==> src/rtl/hack_alu_pipe.sv <==
// hack_alu_pipe: two-stage pipelined Hack ALU with an accumulator operand.
// S1 conditions the operands and runs the add/and core.
// S2 applies the output negate and derives the result flags.
// A ready/valid handshake on both sides lets backpressure stall the whole pipe.
// An interlock holds acc_sel operations until the pipe is empty, so they
// always read the most recently consumed result.
module hack_alu_pipe #(
    parameter int WIDTH = 16
) (
    input  logic             clk,
    input  logic             rst,
    input  logic             in_valid,
    output logic             in_ready,
    input  logic [WIDTH-1:0] x,
    input  logic [WIDTH-1:0] y,
    input  logic [5:0]       ctrl,
    input  logic             acc_sel,
    output logic             out_valid,
    input  logic             out_ready,
    output logic [WIDTH-1:0] o,
    output logic             zr,
    output logic             ng,
    output logic             cy,
    output logic             ov,
    output logic [WIDTH-1:0] acc
);

    // S1 state
    logic             s1_valid_reg;
    logic [WIDTH-1:0] s1_r_reg;
    logic             s1_cy_reg;
    logic             s1_ov_reg;
    logic             s1_no_reg;

    // S2 state (the presented result)
    logic             out_valid_reg;
    logic [WIDTH-1:0] o_reg;
    logic             zr_reg;
    logic             ng_reg;
    logic             cy_reg;
    logic             ov_reg;

    // Accumulator: the last result taken by the consumer
    logic [WIDTH-1:0] acc_reg;

    // Handshake and pipeline control
    logic en;
    logic accept;
    logic out_hs;

    // Operand datapath: index 0 is the X side, index 1 is the Y side
    logic [WIDTH-1:0] opnd_raw [2];
    logic [WIDTH-1:0] opnd_n   [2];

    // Core results feeding S1
    logic [WIDTH:0]   sum_ext;
    logic [WIDTH-1:0] r_next;
    logic             cy_next;
    logic             ov_next;

    // S2 result before registering
    logic [WIDTH-1:0] o_next;

    assign en       = !out_valid_reg || out_ready;
    // The acc_sel interlock waits until no older result is still pending.
    // Such a result would change acc after this operation had already read it.
    assign in_ready = !rst && en && !(acc_sel && (s1_valid_reg || out_valid_reg));
    assign accept   = in_valid && in_ready;
    assign out_hs   = out_valid_reg && out_ready;

    assign opnd_raw[0] = acc_sel ? acc_reg : x;
    assign opnd_raw[1] = y;

    // Zero/negate conditioning for each operand.
    // X uses ctrl[5:4] (zx,nx) and Y uses ctrl[3:2] (zy,ny).
    generate
        for (genvar gi = 0; gi < 2; gi++) begin : g_opnd
            logic [WIDTH-1:0] opnd_z;
            assign opnd_z     = ctrl[5 - 2*gi] ? '0 : opnd_raw[gi];
            assign opnd_n[gi] = ctrl[4 - 2*gi] ? ~opnd_z : opnd_z;
        end
    endgenerate

    // Function core.
    // Carry and overflow belong to the add only, so they are forced low
    // for the AND function.
    assign sum_ext = {1'b0, opnd_n[0]} + {1'b0, opnd_n[1]};
    assign r_next  = ctrl[1] ? sum_ext[WIDTH-1:0] : (opnd_n[0] & opnd_n[1]);
    assign cy_next = ctrl[1] & sum_ext[WIDTH];
    assign ov_next = ctrl[1]
                   & (opnd_n[0][WIDTH-1] == opnd_n[1][WIDTH-1])
                   & (sum_ext[WIDTH-1] != opnd_n[0][WIDTH-1]);

    assign o_next = s1_no_reg ? ~s1_r_reg : s1_r_reg;

    // S1 register: capture an accepted operation, or take a bubble when the pipe advances
    always_ff @(posedge clk) begin
        if (rst) begin
            s1_valid_reg <= 1'b0;
            s1_r_reg     <= '0;
            s1_cy_reg    <= 1'b0;
            s1_ov_reg    <= 1'b0;
            s1_no_reg    <= 1'b0;
        end else if (en) begin
            s1_valid_reg <= accept;
            if (accept) begin
                s1_r_reg  <= r_next;
                s1_cy_reg <= cy_next;
                s1_ov_reg <= ov_next;
                s1_no_reg <= ctrl[0];
            end
        end
    end

    // S2 register: advance S1 into the output; result fields only change when S1 carries an op
    always_ff @(posedge clk) begin
        if (rst) begin
            out_valid_reg <= 1'b0;
            o_reg         <= '0;
            zr_reg        <= 1'b0;
            ng_reg        <= 1'b0;
            cy_reg        <= 1'b0;
            ov_reg        <= 1'b0;
        end else if (en) begin
            out_valid_reg <= s1_valid_reg;
            if (s1_valid_reg) begin
                o_reg  <= o_next;
                zr_reg <= (o_next == '0);
                ng_reg <= o_next[WIDTH-1];
                cy_reg <= s1_cy_reg;
                ov_reg <= s1_ov_reg;
            end
        end
    end

    // Accumulator: load the presented result whenever the consumer takes it
    always_ff @(posedge clk) begin
        if (rst) begin
            acc_reg <= '0;
        end else if (out_hs) begin
            acc_reg <= o_reg;
        end
    end

    assign out_valid = out_valid_reg;
    assign o         = o_reg;
    assign zr        = zr_reg;
    assign ng        = ng_reg;
    assign cy        = cy_reg;
    assign ov        = ov_reg;
    assign acc       = acc_reg;

endmodule

==> config.mk <==
export PLATFORM = sky130hd
export DESIGN_NAME = hack_alu_pipe
export DESIGN_NICKNAME = d
export VERILOG_FILES = /design/src/rtl/hack_alu_pipe.sv
export SDC_FILE = /design/constraint.sdc
export NUM_CORES = 1
export LEC_CHECK = 0
export ABC_AREA = 1
export CORE_AREA = 2 2 91 93
export CTS_BUF_LIST = sky130_fd_sc_hd__clkbuf_16
export DETAILED_ROUTE_END_ITERATION = 6
export DIE_AREA = 0 0 93 95
export PLACE_DENSITY = 0.82
export SYNTH_ARGS = -nofsm -noshare
export SYNTH_HDL_FRONTEND = slang
export SYNTH_SLANG_ARGS = --single-unit
export TNS_END_PERCENT = 5
==> constraint.sdc <==
create_clock -name clk -period 2.6 [get_ports clk]
set_input_delay 0.39 -clock clk [delete_from_list [all_inputs] [get_ports clk]]
set_output_delay 0.39 -clock clk [all_outputs]
set_load 0.03 [all_outputs]
==> qor.csv, run 1 <==
metric,value,unit
fin crit share,95.6,%
Hold Startpoint,acc[15],
# fillers,661,
highest-count cells in the layout ignoring fill and taps,"nand2_1, nor2_1, clkdlybuf4s50_1",
register bit total from synthesis,56,
die area,0.00884,sq mm
CP top delay family,buffers and inverters,
Critical R2R Capture,s1_r_reg[13],
worst slew pin tran,0.451,ns
drt pass-1 iters,5,
FF/Latch Area,0.00112,sq mm
first-pass GRT wire length,19400,um
ANT nets after route,0,
Final HPWL DP,9320,um
ratio of cells with drive above 1 in the final layout,16.4,%
clk_lat worst skew,0.29,ns
Post-CTS Hold Fix Bufs,0,
Worst R2R Start,acc[1],
"commonest non-fill, non-tap cell in the layout",nand2_1,
initial antenna violation count,0,
area of placed instances,0.00515,sq mm
GR Util All Layers,27.7,%
P_sw,1.09,mW
H-Tree Depth,2,
# setup viols final,0,
Layout area overhead,39.4,%
io pins,81,
routed vias,4240,
Final Power,2.99,mW
Cell variety after synth,34,
leading area contributor after synthesis,dfxtp_1,
post-route minimum period,2.49,ns
syn_area_per_cell,6.56,sq um
pin count of the biggest net entering global routing,47,
hold path depth,2,
clock slew at the register clock pins of the worst setup and hold paths,0.08,ns
gr ovfl total,0,
Yosys warnings,0,
post-synthesis sequential area ratio,28.4,%
CTS Buf Count,5,
Routability Congestion,0.880,
FP Rows,33,
register share of total power,32.7,%
Peak VDD IR,0.000466,V
top-area cell type share of the netlist area,28.4,%
DRT Wirelength,12200,um
top cells by area in the synthesized netlist,"dfxtp_1, nand2_1, nor2_1, xor2_1, o21ai_0",
Slew HR,69.9,%
Switching Share,36.5,%
Port Buffers,80,
CP max FO,9,
kind of end point of the critical path,flop,
Hold Crit Endpoint,acc[15],
fin. max-slew vios,0,
# nets final,780,
Final Core Density,69.4,%
leakage power,2.57,nW
# clock sinks,56,
CP bufs+invs,4,
root buf cell,clkbuf_16,
max-cap viol count,0,
crit-path most repeated cell,nand2_1,
initial core utilization,49.8,%
Final Hold Fails,0,
CP cell instances,clkdlybuf4s50_1 > inv_4 > buf_12 > xor2_1 > ha_1 > nor2_2 > inv_1 > nand3_1 > nand2_1 > nand2_1 > nand2_1 > nand2_1 > nand3_1 > nand2_1 > a21oi_2,
routed vias/inst,5.13,
drt first-iter violations,264,
crit path DAT,2.67,ns
CP peak stage delay,0.56,ns
HP Class,flop to flop,
post-place setup slack,-0.335,ns
"Slowest-stage cell, CP",clkdlybuf4s50_1,
Post-Syn Nets,661,
Pwr per Cell Area,544,mW/mm^2
status,finished clean,
DRC violations left,0,
mapped cell area,0.00395,sq mm
Clk network pwr share,22.4,%
Mapped Cells,601,
Final Worst Setup Slack,0.114,ns
Comb power frac,44.9,%
Final Cell Area,0.00550,sq mm
Required @ worst endpoint,2.78,ns
Peak Freq,402,MHz
RSZ-0062 raised after global routing,true,
vias in the first global route,4033,
CTS Buffer Depth,2,
Int Pwr,1.90,mW
Clock Skews,0.00942,ns
WS Path Type,input pin to flop,
r2r setup slk,0.47,ns
Core ar.,0.00793,sq mm
Startpoint Class,input pin,
Die Span X,93,um
CTS tree,done,
area of the multi-input gates,0.00255,sq mm
chip height,95,um
routed wire length per instance,14.8,um
ANT cells,0,
R2R depth,13,
## power by group through the flow
stage / registers, mW / logic (mW) / clock network, mW
2_1_floorplan: 1.05 / 0.679 / 0
3_3_place_gp: 0.993 / 1.20 / 0
3_5_place_dp: 0.995 / 1.22 / 0
4_1_cts: 0.976 / 1.23 / 0.669
5_1_grt: 0.985 / 1.48 / 0.700
6_report: 0.978 / 1.34 / 0.669
## cell type report
class                           count  share of cell area, %
Multi-Input combinational cell    450                   46.5
Timing Repair Buffer              141                   23.6
Sequential cell                    56                   20.4
Inverter                           66                   4.60
Tap cell                          105                   2.39
Clock buffer                        5                   2.28
Clock inverter                      3                  0.319
## logic make-up after synthesis
kind of cell / after synthesis / share of synthesized area (%)
AO/OA/AOI/OAI: 93 / 12.8
AND/OR/NAND/NOR: 285 / 30.0
XOR/XNOR: 55 / 12.6
flip-flops: 56 / 28.4
buffers and inverters: 95 / 10.6
adder cells (fa/ha/maj): 17 / 5.58
## routing by layer
layer / track usage, % / up-vias / wire [um]
li1: - / 2122 / -
met1: 37.4 / 1943 / 5500
met2: 46.4 / 149 / 5730
met3: 3.83 / 26 / 694
met4: 7.97 / 0 / 292
met5: 0 / - / 0
## tightest hold or removal path, stage by stage (launching register included)
cell and delay [ns]:
dfxtp_1 0.31, inv_1 0.07, a21oi_1 0.06
## stage by stage
step / hold WS, ns / std cells / TNS, ns
finish: 0.487 / 826 / 0
global route: 0.509 / 826 / -0.0232
CTS: 0.488 / 821 / -0.000454
detailed placement: 0.477 / 813 / -3.86
global placement: 0.460 / 813 / -3.23
floorplan: 0.444 / 601 / 0
## worst max path at each step
stage,end,cells past startpoint,from
after detailed placement,s1_r_reg[12],16,acc_sel
after CTS,s1_r_reg[11],16,acc_sel
final,s1_r_reg[13],15,ctrl[4]
after global routing,s1_r_reg[15],15,ctrl[4]
after global placement,s1_r_reg[12],18,acc_sel
after floorplan,s1_r_reg[15],16,acc_sel
## timing repair
action | 4_1_cts | 5_1_grt
buffers inserted | 0 | 5
endpoints found under the hold margin | 0 | 0
pin swaps | 0 | 10
cloned | 0 | 0
endpoints found under the setup margin | 5 | 15
gates resized for setup | 2 | 32
## Yosys cell counts, drive strengths merged
| master | instances |
|---|---|
| or2 | 2 |
| dfxtp | 56 |
| nor2 | 116 |
| and2 | 1 |
| buf | 16 |
| fa | 1 |
| xor2 | 42 |
| xnor2 | 13 |
| nor3 | 2 |
| a21oi | 28 |
| nand4 | 3 |
| o211ai | 7 |
| ha | 16 |
| o21ai | 55 |
| clkbuf | 13 |
| nand3 | 34 |
| a31oi | 2 |
| nand2 | 127 |
| inv | 66 |
| o31ai | 1 |
Power figures use the tool's default switching activity.
==> inputs of run 2 (changes only) <==
--- a/config.mk
+++ b/config.mk
@@ -6,11 +6,11 @@
 export NUM_CORES = 1
 export LEC_CHECK = 0
 export ABC_AREA = 1
-export CORE_AREA = 2 2 91 93
+export CORE_AREA = 2 2 95 97
 export CTS_BUF_LIST = sky130_fd_sc_hd__clkbuf_16
 export DETAILED_ROUTE_END_ITERATION = 6
-export DIE_AREA = 0 0 93 95
-export PLACE_DENSITY = 0.82
+export DIE_AREA = 0 0 97 99
+export PLACE_DENSITY = 0.79
 export SYNTH_ARGS = -nofsm -noshare
 export SYNTH_HDL_FRONTEND = slang
 export SYNTH_SLANG_ARGS = --single-unit
==> constraint.sdc (replaced) <==
create_clock -name clk -period 2.1 [get_ports clk]
set_input_delay 0.315 -clock clk [delete_from_list [all_inputs] [get_ports clk]]
set_output_delay 0.315 -clock clk [all_outputs]
set_load 0.03 [all_outputs]
==> run 2 against run 1 <==
Compared with the run above: worst hold slack worse by 0.0078 ns; register-to-register slack got worse by 0.49 ns; cell count up 2.2%; the flow now finishes with violations (setup timing); critical endpoint is now s1_r_reg[4]; clock skew decreased by 0.00066 ns; die area up 8.7%; clock power increased by 44%.
==> qor.csv, run 2 (same netlist as run 1, synthesis figures left out) <==
metric,value,unit,change
Final Worst Setup Slack,-0.0474,ns,was 0.114 ns
Final Cell Area,0.00628,sq mm,was 0.00550 sq mm
CTS Buffer Depth,2,,unchanged
r2r setup slk,-0.02,ns,was 0.47 ns
routed vias,4529,,was 4240
violated checks,setup timing,,
status,finished with violations,,was finished clean
# setup viols final,4,,was 0
Port Buffers,80,,unchanged
pin count of the biggest net entering global routing,47,,unchanged
# clock sinks,56,,unchanged
first-pass GRT wire length,20500,um,was 19400 um
CP top delay family,simple AND/OR/NAND/NOR gates,,was buffers and inverters
Required @ worst endpoint,2.27,ns,was 2.78 ns
Critical R2R Capture,s1_r_reg[4],,was s1_r_reg[13]
CP bufs+invs,1,,was 4
ANT cells,0,,unchanged
ratio of cells with drive above 1 in the final layout,32.6,%,was 16.4%
drt first-iter violations,302,,was 264
CP max FO,3,,was 9
Routability Congestion,0.926,,was 0.880
Core ar.,0.00855,sq mm,was 0.00793 sq mm
Peak Freq,466,MHz,
fin. max-slew vios,0,,unchanged
routed vias/inst,5.37,,was 5.13
Die Span X,97,um,was 93 um
highest-count cells in the layout ignoring fill and taps,"nor2_1, nand2_1, buf_4",,"was nand2_1, nor2_1, clkdlybuf4s50_1"
initial core utilization,46.1,%,was 49.8%
kind of end point of the critical path,flop,,unchanged
Final Hold Fails,0,,unchanged
Clk network pwr share,22.6,%,was 22.4%
Crit. path cell count,14,,was 15
clock slew at the register clock pins of the worst setup and hold paths,0.07,ns,was 0.08 ns
initial antenna violation count,0,,unchanged
die area,0.00960,sq mm,was 0.00884 sq mm
post-route minimum period,2.15,ns,
Int Pwr,2.65,mW,was 1.90 mW
Non-Filler Instances,844,,was 826
clk_lat worst skew,0.29,ns,about the same
Comb power frac,48.9,%,was 44.9%
max-cap viol count,0,,unchanged
# fillers,569,,was 661
DRT Wirelength,14700,um,was 12200 um
routed wire length per instance,17.5,um,was 14.8 um
gr ovfl total,0,,unchanged
# nets final,795,,was 780
"Slowest-stage cell, CP",fa_2,,was clkdlybuf4s50_1
fin crit share,102,%,
area of placed instances,0.00517,sq mm,was 0.00515 sq mm
WS Path Type,input pin to flop,,unchanged
register share of total power,28.5,%,was 32.7%
HP Class,flop to flop,,unchanged
Cells after DPL,819,,was 813
Layout area overhead,59.2,%,was 39.4%
Post-CTS Hold Fix Bufs,0,,unchanged
leakage power,2.85,nW,was 2.57 nW
Clock Skews,0.00877,ns,was 0.00942 ns
Worst setup endpoint,s1_r_reg[4],,was s1_r_reg[13]
"commonest non-fill, non-tap cell in the layout",nor2_1,,was nand2_1
Final Core Density,73.5,%,was 69.4%
Switching Share,37.9,%,was 36.5%
Worst R2R Start,acc[0],,was acc[1]
Final Power,4.27,mW,was 2.99 mW
crit path from,x[0],,was ctrl[4]
CTS Buf Count,5,,unchanged
crit path DAT,2.31,ns,was 2.67 ns
Peak VDD IR,0.000576,V,was 0.000466 V
GR Util All Layers,26.3,%,was 27.7%
vias in the first global route,4167,,was 4033
root buf cell,clkbuf_16,,unchanged
Final HPWL DP,9320,um,about the same
R2R depth,11,,was 13
io pins,81,,unchanged
Startpoint Class,input pin,,unchanged
Pwr per Cell Area,679,mW/mm^2,was 544 mW/mm^2
RSZ-0062 raised after global routing,true,,unchanged
CP cell instances,clkdlybuf4s15_1 > nor2_1 > nor2_1 > o21ai_2 > xor2_2 > ha_4 > fa_2 > nand2_2 > nand2_2 > and2_4 > xnor2_2 > nand2_1 > o211ai_1 > nand2_1,,was clkdlybuf4s50_1 > inv_4 > buf_12 > xor2_1 > ha_1 > nor2_2 > inv_1 > nand3_1 > nand2_1 > nand2_1 > nand2_1 > nand2_1 > nand3_1 > nand2_1 > a21oi_2
FF/Latch Area,0.00112,sq mm,about the same
DRC violations left,0,,unchanged
chip height,99,um,was 95 um
CTS tree,done,,unchanged
drt pass-1 iters,5,,unchanged
worst slew pin tran,0.579,ns,was 0.451 ns
ANT nets after route,0,,unchanged
area of the multi-input gates,0.00317,sq mm,was 0.00255 sq mm
P_sw,1.62,mW,was 1.09 mW
Slew HR,61.3,%,was 69.9%
CP peak stage delay,0.35,ns,was 0.56 ns
FP Rows,34,,was 33
H-Tree Depth,2,,unchanged
[run 2: changes by cell type in the layout (fill, tap and decap cells not counted), sizes merged]
cell	change
clkbuf	+3
bufinv	+1
inv	-1
clkdlybuf4s15	+2
buf	+16
dlygate4sd2	+12
clkdlybuf4s50	-21
dlymetal6s2s	+3
[run 2: cell type report]
cell class	instances	area share, %
multi-input cells	450	50.4
repair buffers	156	22.7
flip-flops and latches	56	17.9
inverters	66	4.18
well taps	108	2.15
clock buffers	5	1.99
clock inverters	3	0.737
[run 2: per-layer routing]
layer  part of all wire, %  up-vias  GRT usage, %
li1                      -     2138             -
met1                    41     2135          35.9
met2                    48      222          42.3
met3                   6.9       34          3.90
met4                   3.9        0          9.75
met5                     0        -             0
[run 2: worst min-delay path by stage]
| stage | startpoint | to | depth (start not counted) |
|---|---|---|---|
| floorplan | s1_ov_reg | s1_ov_reg | 2 |
| global placement | zr | zr | 2 |
| detailed placement | s1_r_reg[7] | s1_r_reg[7] | 2 |
| CTS | zr | zr | 2 |
| global route | s1_r_reg[11] | s1_r_reg[11] | 2 |
| finish | zr | zr | 2 |
[run 2: worst min-delay path, delay by kind of cell (launching register included)]
kind | cells | cell delay [ns]
flops | 1 | 0.31
compound gates | 1 | 0.06
simple gates | 1 | 0.06
[run 2: timing repair]
| action | 4_1_cts | 5_1_grt |
|---|---|---|
| pin swaps | 81 | 86 |
| cloned | 1 | 2 |
| setup endpoints to repair | 15 | 15 |
| gates resized for setup | 122 | 107 |
| buffers inserted | 8 | 6 |
[run 2: power groups by stage]
stage | Combinational, mW | Clock (mW) | Sequential [mW]
detailed placement | 1.47 | 0 | 1.23
global route | 2.22 | 1.02 | 1.22
floorplan | 0.850 | 0 | 1.30
global placement | 1.45 | 0 | 1.23
finish | 2.09 | 0.963 | 1.22
CTS | 1.75 | 0.967 | 1.21
[run 2: stage by stage]
stage / hold slack (ns) / setup TNS, ns / worst slack [ns]
global placement: 0.461 / -10.12 / -0.762
detailed placement: 0.474 / -11.00 / -0.815
CTS: 0.488 / -0.0395 / -0.0210
finish: 0.480 / -0.121 / -0.0474
floorplan: 0.444 / -0.0299 / -0.0185
global route: 0.491 / -0.967 / -0.134
